File: src/rtl/sw_rr_arb_lock_if.sv
// Request/grant bundle between the input VCs and one output-port switch arbiter.
// The arbiter side connects through the slave modport.
interface sw_rr_arb_lock_if #(
    parameter int N = 8
);
    localparam int IDXW = (N > 1) ? $clog2(N) : 1;

    logic [N-1:0]    req;
    logic [N-1:0]    req_tail;
    logic            out_ready;
    logic [N-1:0]    gnt;
    logic            gnt_valid;
    logic [IDXW-1:0] gnt_idx;
    logic            locked;
    logic [IDXW-1:0] lock_owner;
    logic            timeout_err;

    modport master (
        output req, req_tail, out_ready,
        input  gnt, gnt_valid, gnt_idx, locked, lock_owner, timeout_err
    );

    modport slave (
        input  req, req_tail, out_ready,
        output gnt, gnt_valid, gnt_idx, locked, lock_owner, timeout_err
    );
endinterface

File: src/rtl/sw_rr_arb_lock.sv
// Round-robin switch arbiter for one output port; a multi-flit packet holds the
// grant until its tail transfers, with a watchdog that releases an abandoned lock.
module sw_rr_arb_lock #(
    parameter int N            = 8,
    parameter int LOCK_TIMEOUT = 16
) (
    input  logic               clk,
    input  logic               arst,
    sw_rr_arb_lock_if.slave    bus
);
    localparam int IDXW     = (N > 1) ? $clog2(N) : 1;
    localparam int CNTW_RAW = $clog2(LOCK_TIMEOUT + 1);
    localparam int CNTW     = (CNTW_RAW > 1) ? CNTW_RAW : 1;
    localparam logic [CNTW-1:0] WD_LAST = CNTW'((LOCK_TIMEOUT > 0) ? LOCK_TIMEOUT - 1 : 0);

    typedef enum logic {
        ST_IDLE   = 1'b0,
        ST_LOCKED = 1'b1
    } state_e;

    state_e          state_q,  state_d;
    logic [IDXW-1:0] ptr_q,    ptr_d;
    logic [IDXW-1:0] owner_q,  owner_d;
    logic [CNTW-1:0] wd_cnt_q, wd_cnt_d;
    logic            terr_q,   terr_d;

    logic            rr_found;
    logic [IDXW-1:0] rr_idx;
    logic            gnt_vld;
    logic [IDXW-1:0] gnt_sel;

    function automatic logic [IDXW-1:0] next_idx(input logic [IDXW-1:0] i);
        if (int'(i) == N - 1) return '0;
        return i + IDXW'(1);
    endfunction

    // Circular search starting at ptr; candidates are folded back below N.
    always_comb begin : rr_search
        int              cand;
        logic [IDXW-1:0] cand_idx;
        // NOTE: every variable gets a default before any branch so no latch is inferred.
        rr_found = 1'b0;
        rr_idx   = '0;
        cand     = 0;
        cand_idx = '0;
        for (int k = 0; k < N; k++) begin
            cand = int'(ptr_q) + k;
            if (cand >= N) cand = cand - N;
            cand_idx = IDXW'(cand);
            if (!rr_found && bus.req[cand_idx]) begin
                rr_found = 1'b1;
                rr_idx   = cand_idx;
            end
        end
    end

    // Output process: the grant is the transfer, so it is gated by credit and reset.
    always_comb begin : grant_out
        gnt_vld = 1'b0;
        gnt_sel = '0;
        if (!arst && bus.out_ready) begin
            if (state_q == ST_IDLE) begin
                gnt_vld = rr_found;
                gnt_sel = rr_idx;
            end else begin
                gnt_vld = bus.req[owner_q];
                gnt_sel = owner_q;
            end
        end
    end

    assign bus.gnt         = gnt_vld ? (N'(1) << gnt_sel) : '0;
    assign bus.gnt_valid   = gnt_vld;
    assign bus.gnt_idx     = gnt_vld ? gnt_sel : '0;
    assign bus.locked      = (state_q == ST_LOCKED);
    assign bus.lock_owner  = owner_q;
    assign bus.timeout_err = terr_q;

    always_comb begin : next_state
        state_d  = state_q;
        ptr_d    = ptr_q;
        owner_d  = owner_q;
        wd_cnt_d = wd_cnt_q;
        terr_d   = 1'b0;
        unique case (state_q)
            ST_IDLE: begin
                if (gnt_vld) begin
                    if (bus.req_tail[rr_idx]) begin
                        ptr_d = next_idx(rr_idx);
                    end else begin
                        state_d  = ST_LOCKED;
                        owner_d  = rr_idx;
                        wd_cnt_d = '0;
                    end
                end
            end
            ST_LOCKED: begin
                if (gnt_vld) begin
                    wd_cnt_d = '0;
                    if (bus.req_tail[owner_q]) begin
                        state_d = ST_IDLE;
                        ptr_d   = next_idx(owner_q);
                        owner_d = '0;
                    end
                end else if (bus.req[owner_q]) begin
                    // Owner still present but stalled on credit: not abandoned.
                    wd_cnt_d = '0;
                end else if (LOCK_TIMEOUT > 0) begin
                    if (wd_cnt_q == WD_LAST) begin
                        state_d  = ST_IDLE;
                        ptr_d    = next_idx(owner_q);
                        owner_d  = '0;
                        wd_cnt_d = '0;
                        terr_d   = 1'b1;
                    end else begin
                        wd_cnt_d = wd_cnt_q + CNTW'(1);
                    end
                end
            end
            default: state_d = ST_IDLE;
        endcase
    end

    always_ff @(posedge clk or posedge arst) begin
        if (arst) begin
            state_q  <= ST_IDLE;
            ptr_q    <= '0;
            owner_q  <= '0;
            wd_cnt_q <= '0;
            terr_q   <= 1'b0;
        end else begin
            // NOTE: non-blocking assignments so every register samples pre-edge values.
            state_q  <= state_d;
            ptr_q    <= ptr_d;
            owner_q  <= owner_d;
            wd_cnt_q <= wd_cnt_d;
            terr_q   <= terr_d;
        end
    end
endmodule
File: src/flat_wrapper.sv
// flat-port wrapper written by rule: the top's interface ports become plain ports
module sw_rr_arb_lock_flat 
#(
    parameter int N            = 8,
    parameter int LOCK_TIMEOUT = 16
)
  (clk, arst, bus_req, bus_req_tail, bus_out_ready, bus_gnt, bus_gnt_valid, bus_gnt_idx, bus_locked, bus_lock_owner, bus_timeout_err);
  sw_rr_arb_lock_if #(.N(N)) bus_i ();
  input  logic clk;
  input  logic arst;
  input wire logic [$bits(bus_i.req)-1:0] bus_req;
  input wire logic [$bits(bus_i.req_tail)-1:0] bus_req_tail;
  input wire logic [$bits(bus_i.out_ready)-1:0] bus_out_ready;
  output wire logic [$bits(bus_i.gnt)-1:0] bus_gnt;
  output wire logic [$bits(bus_i.gnt_valid)-1:0] bus_gnt_valid;
  output wire logic [$bits(bus_i.gnt_idx)-1:0] bus_gnt_idx;
  output wire logic [$bits(bus_i.locked)-1:0] bus_locked;
  output wire logic [$bits(bus_i.lock_owner)-1:0] bus_lock_owner;
  output wire logic [$bits(bus_i.timeout_err)-1:0] bus_timeout_err;
  assign bus_i.req = bus_req;
  assign bus_i.req_tail = bus_req_tail;
  assign bus_i.out_ready = bus_out_ready;
  assign bus_gnt = bus_i.gnt;
  assign bus_gnt_valid = bus_i.gnt_valid;
  assign bus_gnt_idx = bus_i.gnt_idx;
  assign bus_locked = bus_i.locked;
  assign bus_lock_owner = bus_i.lock_owner;
  assign bus_timeout_err = bus_i.timeout_err;
  sw_rr_arb_lock #(.N(N), .LOCK_TIMEOUT(LOCK_TIMEOUT)) u_core (.clk(clk), .arst(arst), .bus(bus_i));
endmodule
File: config.mk
export PLATFORM = sky130hd
export DESIGN_NAME = sw_rr_arb_lock_flat
export DESIGN_NICKNAME = d
export VERILOG_FILES = /design/src/rtl/sw_rr_arb_lock_if.sv /design/src/rtl/sw_rr_arb_lock.sv /design/src/flat_wrapper.sv
export SDC_FILE = /design/constraint.sdc
export NUM_CORES = 1
export LEC_CHECK = 0
export ABC_CLOCK_PERIOD_IN_PS = 3950
export CAP_MARGIN = 5
export CORE_AREA = 2 2 79 112
export DETAILED_ROUTE_END_ITERATION = 8
export DIE_AREA = 0 0 81 114
export GPL_ROUTABILITY_DRIVEN = 0
export PLACE_DENSITY_LB_ADDON = 0.12
export REMOVE_ABC_BUFFERS = 1
export SLEW_MARGIN = 15
export SYNTH_ARGS = -nofsm -noshare
export SYNTH_HDL_FRONTEND = slang
export SYNTH_SLANG_ARGS = --single-unit
File: constraint.sdc
create_clock -name clk -period 3.95 [get_ports clk]
set_clock_uncertainty 0.1 [all_clocks]
set_input_delay 0.395 -clock clk [delete_from_list [all_inputs] [get_ports clk]]
set_output_delay 0.395 -clock clk [all_outputs]
set_load 0.01 [all_outputs]
==> impl_metrics.env, run 1 <==
export IMPL_vias_per_cell=5.57
export IMPL_worstSetupPathType="reg2out"
export IMPL_synthFlopType="dfrtp_1"
export IMPL_end_kind="primary output"
export IMPL_area_growth_pct=59.1
export IMPL_cts_tree="yes"
export IMPL_arrival_ns=3.51
export IMPL_die_area_um2=9230
export IMPL_drc_errors=0
export IMPL_tightest_slew_ns=0.875
export IMPL_post_dp_hpwl_um=6330
export IMPL_drive_above_1_share_pct=52.2
export IMPL_synth_seq_area_share_pct=13.5
export IMPL_grt_first_pass_wirelength_um=13100
export IMPL_holdCritPathClass="in2async"
export IMPL_portBuffers=35
export IMPL_multi_input_area_um2=2180
export IMPL_die_x_um=81
export IMPL_numCtsBuffers=3
export IMPL_coreArea_um2=8310
export IMPL_hold_violations=0
export IMPL_vias=2600
export IMPL_met3_usage_pct=1.58
export IMPL_critPathMaxFanout=6
export IMPL_final_instance_count_excl_fill=467
export IMPL_initial_utilization_pct=29.0
export IMPL_maxCapViolCount=0
export IMPL_overflow=0
export IMPL_cts_max_level=1
export IMPL_status="finished with violations"
export IMPL_setup_slack_ns=-0.0549
export IMPL_clk_path_buf_depth=2
export IMPL_io_pins=36
export IMPL_min_period_over_period_pct=101
export IMPL_dpl_cell_count=447
export IMPL_regArea_um2=325
export IMPL_synth_area_per_cell_um2=9.63
export IMPL_drt_total_wl_um=8270
export IMPL_cts_sinks=13
export IMPL_cts_root_buf="clkbuf_16"
export IMPL_netlist_area_um2=2410
export IMPL_drt_iter0_markers=114
export IMPL_violations="setup timing"
export IMPL_ys_warn_count=0
export IMPL_first_pass_iters=4
export IMPL_drv_slew=0
export IMPL_clkTransAtPathRegs_ns=0.04
export IMPL_grt_max_degree=26
export IMPL_top_usage_layer="met2"
export IMPL_async_flop_share_pct=100
export IMPL_grt_pass1_vias=2581
export IMPL_slew_headroom_pct=40.1
export IMPL_antenna_cells=0
export IMPL_fin_nets=389
export IMPL_routed_wire_length_per_instance_um=17.7
export IMPL_num_rows=40
export IMPL_min_period_ns=4.00
export IMPL_ys_types=65
export IMPL_synth_seq_cells=13
export IMPL_start_kind="flop"
export IMPL_grt_use_met2_pct=35.9
export IMPL_die_y_um=114
export IMPL_synth_cells=250
export IMPL_track_usage_pct=18.4
export IMPL_synth_edff_count=0
export IMPL_detail_route_antenna_nets=0
export IMPL_cp_required_ns=3.45
export IMPL_nFillCells=845
export IMPL_setup_viol=9
export IMPL_clock_fmax_mhz=250
export IMPL_met1_usage_pct=20.0
export IMPL_clkLatencyLatePin_ns=0.24
export IMPL_antenna_found_initial=0
export IMPL_rsz0062_at_grt="true"
## sequential cells by signal, indices dropped and copies added (netlist names)
register / flops
u_core.bus.lock_owner: 3
u_core.bus.locked: 1
u_core.ptr_q: 3
u_core.bus.timeout_err: 1
u_core.wd_cnt_q: 5
## worst max-delay path, stage by stage, from the launching register on
cell and delay, ns:
dfrtp_1 0.39, inv_2 0.09, ha_4 0.23, buf_16 0.15, buf_8 0.13, mux2i_4 0.19, mux4_2 0.58, buf_6 0.16
nand3_4 0.09, a21oi_4 0.08, a211o_1 0.28, nand2_1 0.11, o211ai_1 0.15, buf_4 0.22, nor4_2 0.23, buf_2 0.18
## layout by cell type, fill, tap and decap left out, types with 7 or more instances in the layout
cell / netlist / final
mux4_2: 22 / 22
buf_2: 5 / 11
nor3_1: 8 / 7
nand2_1: 12 / 8
nand2b_1: 7 / 7
nor2_1: 11 / 9
buf_4: 0 / 76
nand3_1: 12 / 11
buf_6: 3 / 9
mux2_4: 2 / 8
clkdlybuf4s50_1: 0 / 22
dfrtp_1: 13 / 13
mux2i_1: 12 / 7
## routing by layer
layer | part of all wire [%] | up-vias
met5 | 0 | -
met4 | 3.7 | 0
met3 | 3.6 | 33
li1 | - | 1225
met2 | 56 | 100
met1 | 37 | 1242
## stage by stage
stage	cell area (um^2)	worst slack [ns]	util, %	setup TNS (ns)	hold slack, ns
after floorplan	2320	-0.911	-	-16.06	0.172
after detailed placement	3370	-0.541	40.5	-4.54	0.412
after CTS	3700	-0.0513	44.6	-0.208	0.420
final	3830	-0.0549	46.1	-0.333	0.418
after global routing	3830	-0.165	46.1	-1.77	0.447
after global placement	3370	-0.520	40.5	-4.44	0.401
## Yosys cell counts (all sizes together), types with 4 or more instances
master	n	share of area, %
nor2	11	1.7
and3	7	2.0
ha	7	3.6
mux2i	12	5.0
nand4	6	2.2
dfrtp	13	14
nand2	12	1.9
mux4	22	21
inv	11	1.8
nor3	9	2.1
nand2b	7	1.8
nor2b	6	1.6
nand3	12	2.5
a2111oi	4	1.5
or2	4	1.1
a21oi	10	3.2
a22o	4	1.5
o21ai	11	2.4
clkbuf	9	1.4
mux2	16	7.8
buf	8	2.4
## worst paths after layout
| path | endpoint | cells after the start | start | slack [ns] |
|---|---|---|---|---|
| setup / recovery | bus_gnt[1] | 15 | u_core.ptr_q[0] | -0.05 |
| setup reg to reg | u_core.ptr_q[2] | 16 | u_core.ptr_q[0] | 0.02 |
| min in group clk | u_core.wd_cnt_q[4] | 1 | u_core.wd_cnt_q[4] | 0.43 |
| max in group asynchronous | u_core.ptr_q[1] | 2 | arst | 3.00 |
| hold / removal | u_core.bus.timeout_err | 2 | arst | 0.42 |
| hold reg to reg | u_core.wd_cnt_q[4] | 1 | u_core.wd_cnt_q[4] | 0.43 |
## what timing repair did
action / in CTS / in global routing
hold buffers: 0 / 0
setup endpoints to repair: 12 / 24
cloned: 1 / 0
resized for setup: 90 / 27
setup buffers: 12 / 5
pin swaps: 18 / 19
## final cells by class
class	instances	share of cell area, %
repair buffers	125	27.6
clock buffers	4	2.06
flip-flops and latches	13	8.49
multi-input cells	207	57.0
well taps	105	3.43
inverters	13	1.47
## cells by family after synthesis
| kind of cell | share of synthesized area, % |
|---|---|
| AOI/OAI and AO/OA | 22.4 |
| xor gates and xnor gates | 1.09 |
| adders and majority gates | 3.64 |
| buffers and inverters | 6.18 |
| DFF | 13.5 |
| muxes | 33.4 |
| and+or+nand+nor | 19.8 |
Power of run 1 is left out: the tool's default activity adds up to more than one toggle a clock period on the data nets, which glitch-free logic cannot reach.
==> inputs of run 2 (changes only) <==
Settings changed: ABC_CLOCK_PERIOD_IN_PS 3950 to unset.
==> results of run 2 <==
Final layout, timing and power as in run 1 (identical DEF).
Power of run 2 is left out for the same reason.
==> inputs of run 3 (changes only) <==
Settings changed: CAP_MARGIN 5 to unset.
==> results of run 3 <==
Final layout, timing and power as in run 1 (identical DEF).
Power of run 3 is left out for the same reason.
